===== config.mk =====
export PLATFORM = sky130hd
export DESIGN_NAME = intercore_mailbox_arbiter
export DESIGN_NICKNAME = d
export VERILOG_FILES = /design/src/rtl/intercore_mailbox_arbiter.sv
export SDC_FILE = /design/constraint.sdc
export NUM_CORES = 1
export LEC_CHECK = 0
export CAP_MARGIN = 5
export CORE_UTILIZATION = 25
export CTS_CLUSTER_SIZE = 14
export DETAILED_ROUTE_END_ITERATION = 8
export PLACE_DENSITY = 0.61
export SLEW_MARGIN = 20
export SYNTH_ARGS = -nofsm -noshare
export SYNTH_HDL_FRONTEND = slang
export SYNTH_SLANG_ARGS = --single-unit

===== constraint.sdc =====
create_clock -name clk -period 4.25 [get_ports clk]
set_clock_uncertainty 0.2 [all_clocks]
set_input_delay 1.275 -clock clk [delete_from_list [all_inputs] [get_ports clk]]
set_output_delay 1.275 -clock clk [all_outputs]
set_load 0.005 [all_outputs]

===== src/rtl/intercore_mailbox_arbiter.sv =====
// Round-robin arbiter sharing one intercore mailbox write port among
// g_num_cores message sources. A grant covers a whole burst (ended by last)
// and is force-released on reaching g_max_burst beats or after g_timeout
// consecutive idle cycles from the granted core.
module intercore_mailbox_arbiter #(
    parameter int unsigned g_num_cores  = 4,
    parameter int unsigned g_data_width = 32,
    parameter int unsigned g_max_burst  = 16,
    parameter int unsigned g_timeout    = 255
) (
    input  logic                                  clk,
    input  logic                                  rst,
    input  logic [g_num_cores-1:0]                s_valid,
    input  logic [g_num_cores*g_data_width-1:0]   s_data,
    input  logic [g_num_cores-1:0]                s_last,
    output logic [g_num_cores-1:0]                s_ready,
    output logic                                  m_valid,
    output logic [g_data_width-1:0]               m_data,
    output logic                                  m_last,
    output logic [$clog2(g_num_cores)-1:0]        m_src,
    input  logic                                  m_ready,
    output logic [g_num_cores-1:0]                grant,
    output logic                                  busy,
    output logic                                  trunc_err,
    output logic                                  timeout_err
);

    localparam int unsigned SRC_W  = $clog2(g_num_cores);
    localparam int unsigned BEAT_W = $clog2(g_max_burst + 1);
    localparam int unsigned IDLE_W = $clog2(g_timeout + 1);

    localparam logic [BEAT_W-1:0] BEAT_LAST = BEAT_W'(g_max_burst - 1);
    localparam logic [IDLE_W-1:0] IDLE_LAST = IDLE_W'(g_timeout - 1);
    localparam logic [SRC_W-1:0]  SRC_MAX   = SRC_W'(g_num_cores - 1);

    typedef enum logic [1:0] {
        ST_IDLE,
        ST_GRANT,
        ST_RELEASE
    } state_t;

    state_t state, state_next;

    logic [BEAT_W-1:0] beat_cnt;
    logic [IDLE_W-1:0] idle_cnt;
    logic [SRC_W-1:0]  rr_ptr;

    logic [g_num_cores-1:0][g_data_width-1:0] data_arr;

    logic             sel_found;
    logic [SRC_W-1:0] sel_idx;
    logic [SRC_W-1:0] cand;
    logic             g_valid;
    logic             g_last;
    logic             xfer;
    logic             at_max;
    logic             burst_end;
    logic             trunc_hit;
    logic             idle_hit;

    assign data_arr = s_data;

    // Round-robin pick: first requesting core at or above rr_ptr, wrapping.
    always_comb begin
        sel_found = 1'b0;
        sel_idx   = '0;
        cand      = '0;
        for (int unsigned k = 0; k < g_num_cores; k++) begin
            cand = SRC_W'((32'(rr_ptr) + k) % g_num_cores);
            if (!sel_found && s_valid[cand]) begin
                sel_found = 1'b1;
                sel_idx   = cand;
            end
        end
    end

    // Burst status of the granted core and the three release conditions.
    always_comb begin
        g_valid   = s_valid[m_src];
        g_last    = s_last[m_src];
        at_max    = (beat_cnt == BEAT_LAST);
        xfer      = (state == ST_GRANT) && g_valid && m_ready;
        burst_end = xfer && (g_last || at_max);
        trunc_hit = xfer && at_max && !g_last;
        idle_hit  = (state == ST_GRANT) && !g_valid && (idle_cnt == IDLE_LAST);
    end

    // State register.
    always_ff @(posedge clk or negedge rst) begin
        if (!rst) begin
            state <= ST_IDLE;
        end else begin
            state <= state_next;
        end
    end

    // Next-state and granted-core pass-through outputs.
    always_comb begin
        state_next = state;
        s_ready    = '0;
        m_valid    = 1'b0;
        m_data     = '0;
        m_last     = 1'b0;
        busy       = 1'b0;
        case (state)
            ST_IDLE: begin
                if (sel_found) begin
                    state_next = ST_GRANT;
                end
            end
            ST_GRANT: begin
                busy           = 1'b1;
                m_valid        = g_valid;
                m_data         = data_arr[m_src];
                m_last         = g_last || at_max;
                s_ready[m_src] = m_ready;
                if (burst_end || idle_hit) begin
                    state_next = ST_RELEASE;
                end
            end
            ST_RELEASE: begin
                state_next = ST_IDLE;
            end
            default: begin
                state_next = ST_IDLE;
            end
        endcase
    end

    // Grant, counters, round-robin pointer and error pulses.
    always_ff @(posedge clk or negedge rst) begin
        if (!rst) begin
            grant       <= '0;
            m_src       <= '0;
            beat_cnt    <= '0;
            idle_cnt    <= '0;
            rr_ptr      <= '0;
            trunc_err   <= 1'b0;
            timeout_err <= 1'b0;
        end else begin
            trunc_err   <= 1'b0;
            timeout_err <= 1'b0;
            case (state)
                ST_IDLE: begin
                    beat_cnt <= '0;
                    idle_cnt <= '0;
                    if (sel_found) begin
                        grant <= g_num_cores'(1) << sel_idx;
                        m_src <= sel_idx;
                    end
                end
                ST_GRANT: begin
                    if (xfer) begin
                        beat_cnt <= beat_cnt + 1'b1;
                        idle_cnt <= '0;
                    end else if (!g_valid) begin
                        idle_cnt <= idle_cnt + 1'b1;
                    end else begin
                        // Backpressure breaks a run of idle cycles.
                        idle_cnt <= '0;
                    end
                    if (burst_end || idle_hit) begin
                        grant <= '0;
                    end
                    trunc_err   <= trunc_hit;
                    timeout_err <= idle_hit;
                end
                ST_RELEASE: begin
                    grant    <= '0;
                    beat_cnt <= '0;
                    idle_cnt <= '0;
                    rr_ptr   <= (m_src == SRC_MAX) ? '0 : m_src + 1'b1;
                end
                default: begin
                    grant <= '0;
                end
            endcase
        end
    end

endmodule


==> impl_metrics.yaml, run 1 <==
run_status:
  status: "completed"
synth:
  async_reset_ff_share_pct: 100
  syn_avg_cell_area_sq_um: 10.7
  yosysUniqueCellTypes: 39
  yosysSeqAreaShare_pct: 26.5
  synth_edf_count: 0
  yosys_warnings: 0
  synthCells: 220
  ys_ff_latch: 25
  syn-num-nets: 367
  synth_area_sq_mm: 0.00236
  ys.flop_type: "dfrtp_1"
final_layout:
  mostFrequentLayoutCell: "clkdlybuf4s50_1"
  post-route-util_pct: 49.0
  layout_common_cells: "153 x clkdlybuf4s50_1, 34 x mux4_2, 34 x and2_1"
  final_nets: 555
  area_growth_pct: 90.5
  drive_gt1_share_pct: 14.0
  antenna_cells: 0
flow_run:
  maxCapViolations: 0
clock_tree:
  clkSinkCount: 25
  cts_max_level: 1
  cts-root-buf: "clkbuf_8"
  tritoncts: "done"
  cts_buffer_depth: 2
  cts_made_buffers: 3
  postCtsSetupBuffers: 0
  path_clk_slew_ps: 90
  insertion_delay_ps: 270
sta:
  hold_viol_final: 0
  rsz0062_at_grt: "no"
  period_minus_slack_ps: 4210
  tightest_slew_ps: 850
  post-route-period-util_pct: 99.1
  whs_ps: 319
  max_freq_mhz: 237
  slew_violations: 0
  slew_headroom_pct: 43.1
  setup_viol: 0
worst_setup_path:
  regToRegStartpoint: "m_src[0]$_DFFE_PN0P_"
  endpoint: "m_data[11]"
  reg2reg_slack_ps: 1450
  critPathTopFamily: "buffers and inverters"
  crit_fanout: 1
  worst-path-stages: 4
  crit_chain: "clkdlybuf4s50_1, mux4_2, and2_1, clkdlybuf4s50_1"
  rr_worst_depth: 6
  cp_num_buf_inv: 2
  critPathMaxStageDelay_ps: 440
  slowest_stage: "mux4_2"
  critical_path_class: "primary input to primary output"
  critPathMostFrequentCell: "clkdlybuf4s50_1"
  critPathArrivalTime_ps: 2740
  end_kind: "primary output"
  cp-start-kind: "primary input"
  crit_start: "s_data[11]"
  required_ps: 2770
  rr_endpoint: "grant[0]$_DFFE_PN0P_"
route:
  via_count: 2554
  totalWireLength_microns: 8950
  viasPerCell: 4.93
  drt_pass1_iterations: 4
  ant_nets: 0
  post_drt_wl_per_cell_microns: 17.3
  drc: 0
  drt_iter0_markers: 58
grt:
  grt_start_max_net_pins: 43
  grt_pass1_vias: 2757
  grt_pass1_wl_microns: 14200
  grt.total_usage_pct: 18.4
  grt_overflow: 0
  antenna_found_initial: 0
power_and_ir_drop:
  power_density_mw_per_mm2: 431
  p_total_mw: 1.94
  p_leak_nw: 2.03
  peakVddDrop_mv: 0.235
floorplanning:
  start_util_pct: 25.7
  die-area_sq_mm: 0.00985
  die_w_microns: 99.3
  ios: 186
  rows: 35
  chipHeight_microns: 99.3
  core_sq_mm: 0.00920
placement:
  portBuffers: 185
  dp_hpwl_microns: 7400
  globalplace.congestion: 0.822
worst_hold_path:
  min_path_type: "flip-flop to flip-flop"
[cells by family after synthesis]
| group | count (synthesis) | synth area share [%] |
|---|---|---|
| and+or+nand+nor | 87 | 21.2 |
| AOI/OAI and AO/OA | 36 | 10.0 |
| muxes | 35 | 32.9 |
| buffers and inverters | 28 | 4.87 |
| DFF | 25 | 26.5 |
| adders and majority gates | 8 | 4.23 |
| xor gates and xnor gates | 1 | 0.370 |
[registers in the layout (all words and copies together) (netlist names)]
| name | cells |
|---|---|
| timeout_err | 1 |
| trunc_err | 1 |
| m_src | 2 |
| rr_ptr | 2 |
| beat_cnt | 5 |
| state | 2 |
| idle_cnt | 8 |
| grant | 4 |
[what timing repair did]
action,in CTS,in global routing
setup endpoints to repair,6,26
pin swaps,2,0
hold buffers,0,0
gates resized for setup,7,26
[power breakdown]
part	internal, mW	switching (mW)	leakage, nW	total, mW
combinational	0.869	0.548	1.68	1.42
clock	0.0657	0.0787	0.0255	0.144
sequential	0.294	0.0859	0.332	0.380
total	1.23	0.713	2.03	1.94
[through the flow]
stage,instance area [sq um],setup WS [ps],std cells,setup TNS (ps)
after floorplan,2360,790,220,0
after global placement,4400,-102,514,-120
after detailed placement,4400,-118,514,-179
after CTS,4440,0.790,518,0
after global routing,4500,7.54,518,0
final,4500,37.2,518,0
[final cells by class]
class | count | area, sq um
multi-input combinational | 167 | 1630
sequential | 25 | 628
tap | 111 | 139
timing repair buffer | 197 | 2010
inverter | 14 | 52.6
clock buffer | 3 | 41.3
fill | 870 | 4690
clock inverter | 1 | 5.00
[how the worst min path moves through the flow]
stage,endpoint,start,depth (start not counted)
after global placement,beat_cnt[4]$_DFFE_PN0P_,beat_cnt[4]$_DFFE_PN0P_,2
after detailed placement,beat_cnt[4]$_DFFE_PN0P_,beat_cnt[4]$_DFFE_PN0P_,2
after floorplan,idle_cnt[4]$_DFFE_PN0P_,idle_cnt[4]$_DFFE_PN0P_,1
final,idle_cnt[4]$_DFFE_PN0P_,idle_cnt[4]$_DFFE_PN0P_,1
after global routing,idle_cnt[4]$_DFFE_PN0P_,idle_cnt[4]$_DFFE_PN0P_,1
after CTS,idle_cnt[4]$_DFFE_PN0P_,idle_cnt[4]$_DFFE_PN0P_,1
[metal layers]
metal  up-vias  routed length, microns  track usage (%)
met5         -                       0                0
met4         0                     176             4.75
met3        12                     825             5.90
met2       108                    4350             31.4
met1      1222                    3590             22.4
li1       1212                       -                -
[worst register-to-register path, cell delays in order (launching register included)]
cell and delay (ps):
dfrtp_2 380, buf_12 270, mux4_2 620, buf_4 190, or4_4 550, a32oi_2 320
o32ai_1 140
[synthesized netlist by cell type (2+ instances only)]
cell type   n  area share, %
inv_1      14            2.2
nor4_1      2           0.53
nor3_1      2           0.42
mux4_2     34             32
a21oi_1     6            1.3
o22ai_1     2           0.53
ha_1        8            4.2
o21ai_0    13            2.8
and3_1      7            1.9
or3_1       8            2.1
nand2b_1    5            1.3
nand2_1     7            1.1
buf_1       2           0.32
nand3_1     8            1.7
nor2_1      8            1.3
a31oi_1     2           0.53
dfrtp_1    25             26
o32ai_1     2           0.74
clkbuf_1    9            1.4
and2_1     35            9.3
a21o_1      2           0.63
buf_2       2           0.42
(Power assumes the default switching activity.)
==> run 2: changes to the inputs <==
- CAP_MARGIN: 5 -> 10
==> results of run 2 <==
The final DEF is identical to that of run 1; final timing and power are the same.
==> run 3: changes to the inputs <==
- CORE_MARGIN: unset -> 3
==> impl_metrics.yaml, run 3 (synthesis gave the netlist of run 1 again) <==
run_status:
  status: "completed"
grt:
  antenna_found_initial: 0
  grt.total_usage_pct: 16.2
  grt_pass1_vias: 2604
  grt_overflow: 0
  grt_pass1_wl_microns: 13300
  grt_start_max_net_pins: 42
clock_tree:
  cts_buffer_depth: 2
  tritoncts: "done"
  insertion_delay_ps: 260
  cts_hold_buf: 0
  cts_max_level: 1
  cts_made_buffers: 3
  path_clk_slew_ps: 90
  clkSinkCount: 25
  cts-root-buf: "clkbuf_8"
floorplanning:
  chipHeight_microns: 103
  core_sq_mm: 0.00893
  ios: 186
  die-area_sq_mm: 0.0107
  die_w_microns: 103
  rows: 34
  start_util_pct: 26.5
placement:
  globalplace.congestion: 0.825
  pre_cts_ws_ps: -120
  dp_hpwl_microns: 7580
  portBuffers: 185
  post-place-cells: 509
worst_setup_path:
  crit_fanout: 1
  cp_num_buf_inv: 2
  critPathTopFamily: "buffers and inverters"
  critical_path_class: "primary input to primary output"
  cp-start-kind: "primary input"
  critPathMostFrequentCell: "clkdlybuf4s50_1"
  crit_chain: "clkdlybuf4s50_1, mux4_2, and2_1, clkdlybuf4s50_1"
  required_ps: 2770
  critPathMaxStageDelay_ps: 450
  slowest_stage: "mux4_2"
  end_kind: "primary output"
  critPathArrivalTime_ps: 2730
power_and_ir_drop:
  p_clk_share_pct: 7.3
  peakVddDrop_mv: 0.214
  power_density_mw_per_mm2: 432
  intPower_mw: 1.23
  combPwrFrac_pct: 74.6
  p_seq_share_pct: 18.1
  switching_share_pct: 36.7
  p_leak_nw: 2.00
  p_sw_mw: 0.710
final_layout:
  nFillCells: 831
  largest_register_ffs: 8
  stdcell_count: 514
  mostFrequentLayoutCell: "clkdlybuf4s50_1"
  layout_common_cells: "154 x clkdlybuf4s50_1, 35 x and2_1, 34 x mux4_2"
  final_nets: 554
  antenna_cells: 0
  largest-register: "idle_cnt"
  reg_top3: "idle_cnt x8, beat_cnt x5, grant x4"
  drive_gt1_share_pct: 13.3
  area_growth_pct: 89.6
sta:
  slew_violations: 0
  rsz0062_at_grt: "no"
  hold_viol_final: 0
  whs_ps: 319
  period_minus_slack_ps: 4210
  setup_ws_ps: 43.1
  slew_headroom_pct: 44.4
  max_freq_mhz: 238
  post-route-period-util_pct: 99.0
  setup_viol: 0
  tightest_slew_ps: 832
route:
  via_count: 2545
  viasPerCell: 4.95
  drt_iter0_markers: 60
  post_drt_wl_per_cell_microns: 17.8
  totalWireLength_microns: 9140
  drt_pass1_iterations: 5
  drc: 0
  ant_nets: 0
worst_hold_path:
  min_path_type: "flip-flop to flip-flop"
flow_run:
  maxCapViolations: 0
run 3: cell types whose count changed in the layout (fill, tap and decap cells not counted):
| cell | delta |
|---|---|
| clkinv_2 | -1 |
| and2_1 | +1 |
| and2_4 | -1 |
| clkbuf_1 | +1 |
| buf_4 | -1 |
| dlygate4sd2_1 | +1 |
| dlymetal6s2s_1 | -2 |
| clkdlybuf4s50_1 | +1 |
run 3: worst register-to-register path: stages, from the launching register on:
cell     delay [ps]
dfrtp_2         380
buf_12          270
mux4_2          620
buf_4           200
or4_4           550
a32oi_2         320
o32ai_1         140
run 3: path summary, 6_finish.rpt:
| check | start | endpoint | slack, ps | cells past startpoint |
|---|---|---|---|---|
| min reg2reg | idle_cnt[4]$_DFFE_PN0P_ | idle_cnt[4]$_DFFE_PN0P_ | 320 | 1 |
| min in group asynchronous | rst | idle_cnt[7]$_DFFE_PN0P_ | 1280 | 1 |
| min | idle_cnt[4]$_DFFE_PN0P_ | idle_cnt[4]$_DFFE_PN0P_ | 320 | 1 |
| max | s_data[119] | m_data[23] | 40 | 4 |
| max in group asynchronous | rst | trunc_err$_DFF_PN0_ | 1930 | 2 |
| max reg2reg | m_src[0]$_DFFE_PN0P_ | grant[2]$_DFFE_PN0P_ | 1440 | 6 |
run 3: power groups by stage:
stage | Clock (mW) | Sequential (mW) | Combinational [mW]
6_report | 0.141 | 0.351 | 1.45
5_1_grt | 0.163 | 0.362 | 1.59
4_1_cts | 0.146 | 0.352 | 1.52
3_5_place_dp | 0 | 0.357 | 1.54
3_3_place_gp | 0 | 0.352 | 1.54
2_1_floorplan | 0 | 0.341 | 0.789
run 3: final cells by class:
class,count,area (sq um),share of cell area [%]
Timing Repair Buffer,196,2000,44.6
Tap cell,108,135,3.01
Clock buffer,4,45.0,1.00
Multi-Input combinational cell,167,1620,36.2
Sequential cell,25,628,14.0
Inverter,14,52.6,1.17
run 3: metal layers:
layer	global-route usage, %	wire (microns)
met5	0	0
met4	3.09	74
met3	6.04	827
met2	26.5	4710
met1	20.7	3520
run 3: through the flow:
| stage | total power, mW | util (%) | cell area (sq um) | TNS (ps) |
|---|---|---|---|---|
| after CTS | 2.02 | 49.4 | 4420 | 0 |
| after global placement | 1.89 | 49.0 | 4380 | -123 |
| after detailed placement | 1.89 | 49.0 | 4380 | -192 |
| after global routing | 2.11 | 50.2 | 4480 | 0 |
| after floorplan | 1.13 | - | 2360 | 0 |
| final | 1.94 | 50.2 | 4480 | 0 |
run 3: repair_timing:
| action | 4_1_cts | 5_1_grt |
|---|---|---|
| pin swaps | 0 | 1 |
| cloned | 0 | 0 |
| gates resized for setup | 7 | 24 |
| endpoints found under the setup margin | 7 | 24 |
| buffers inserted | 0 | 1 |
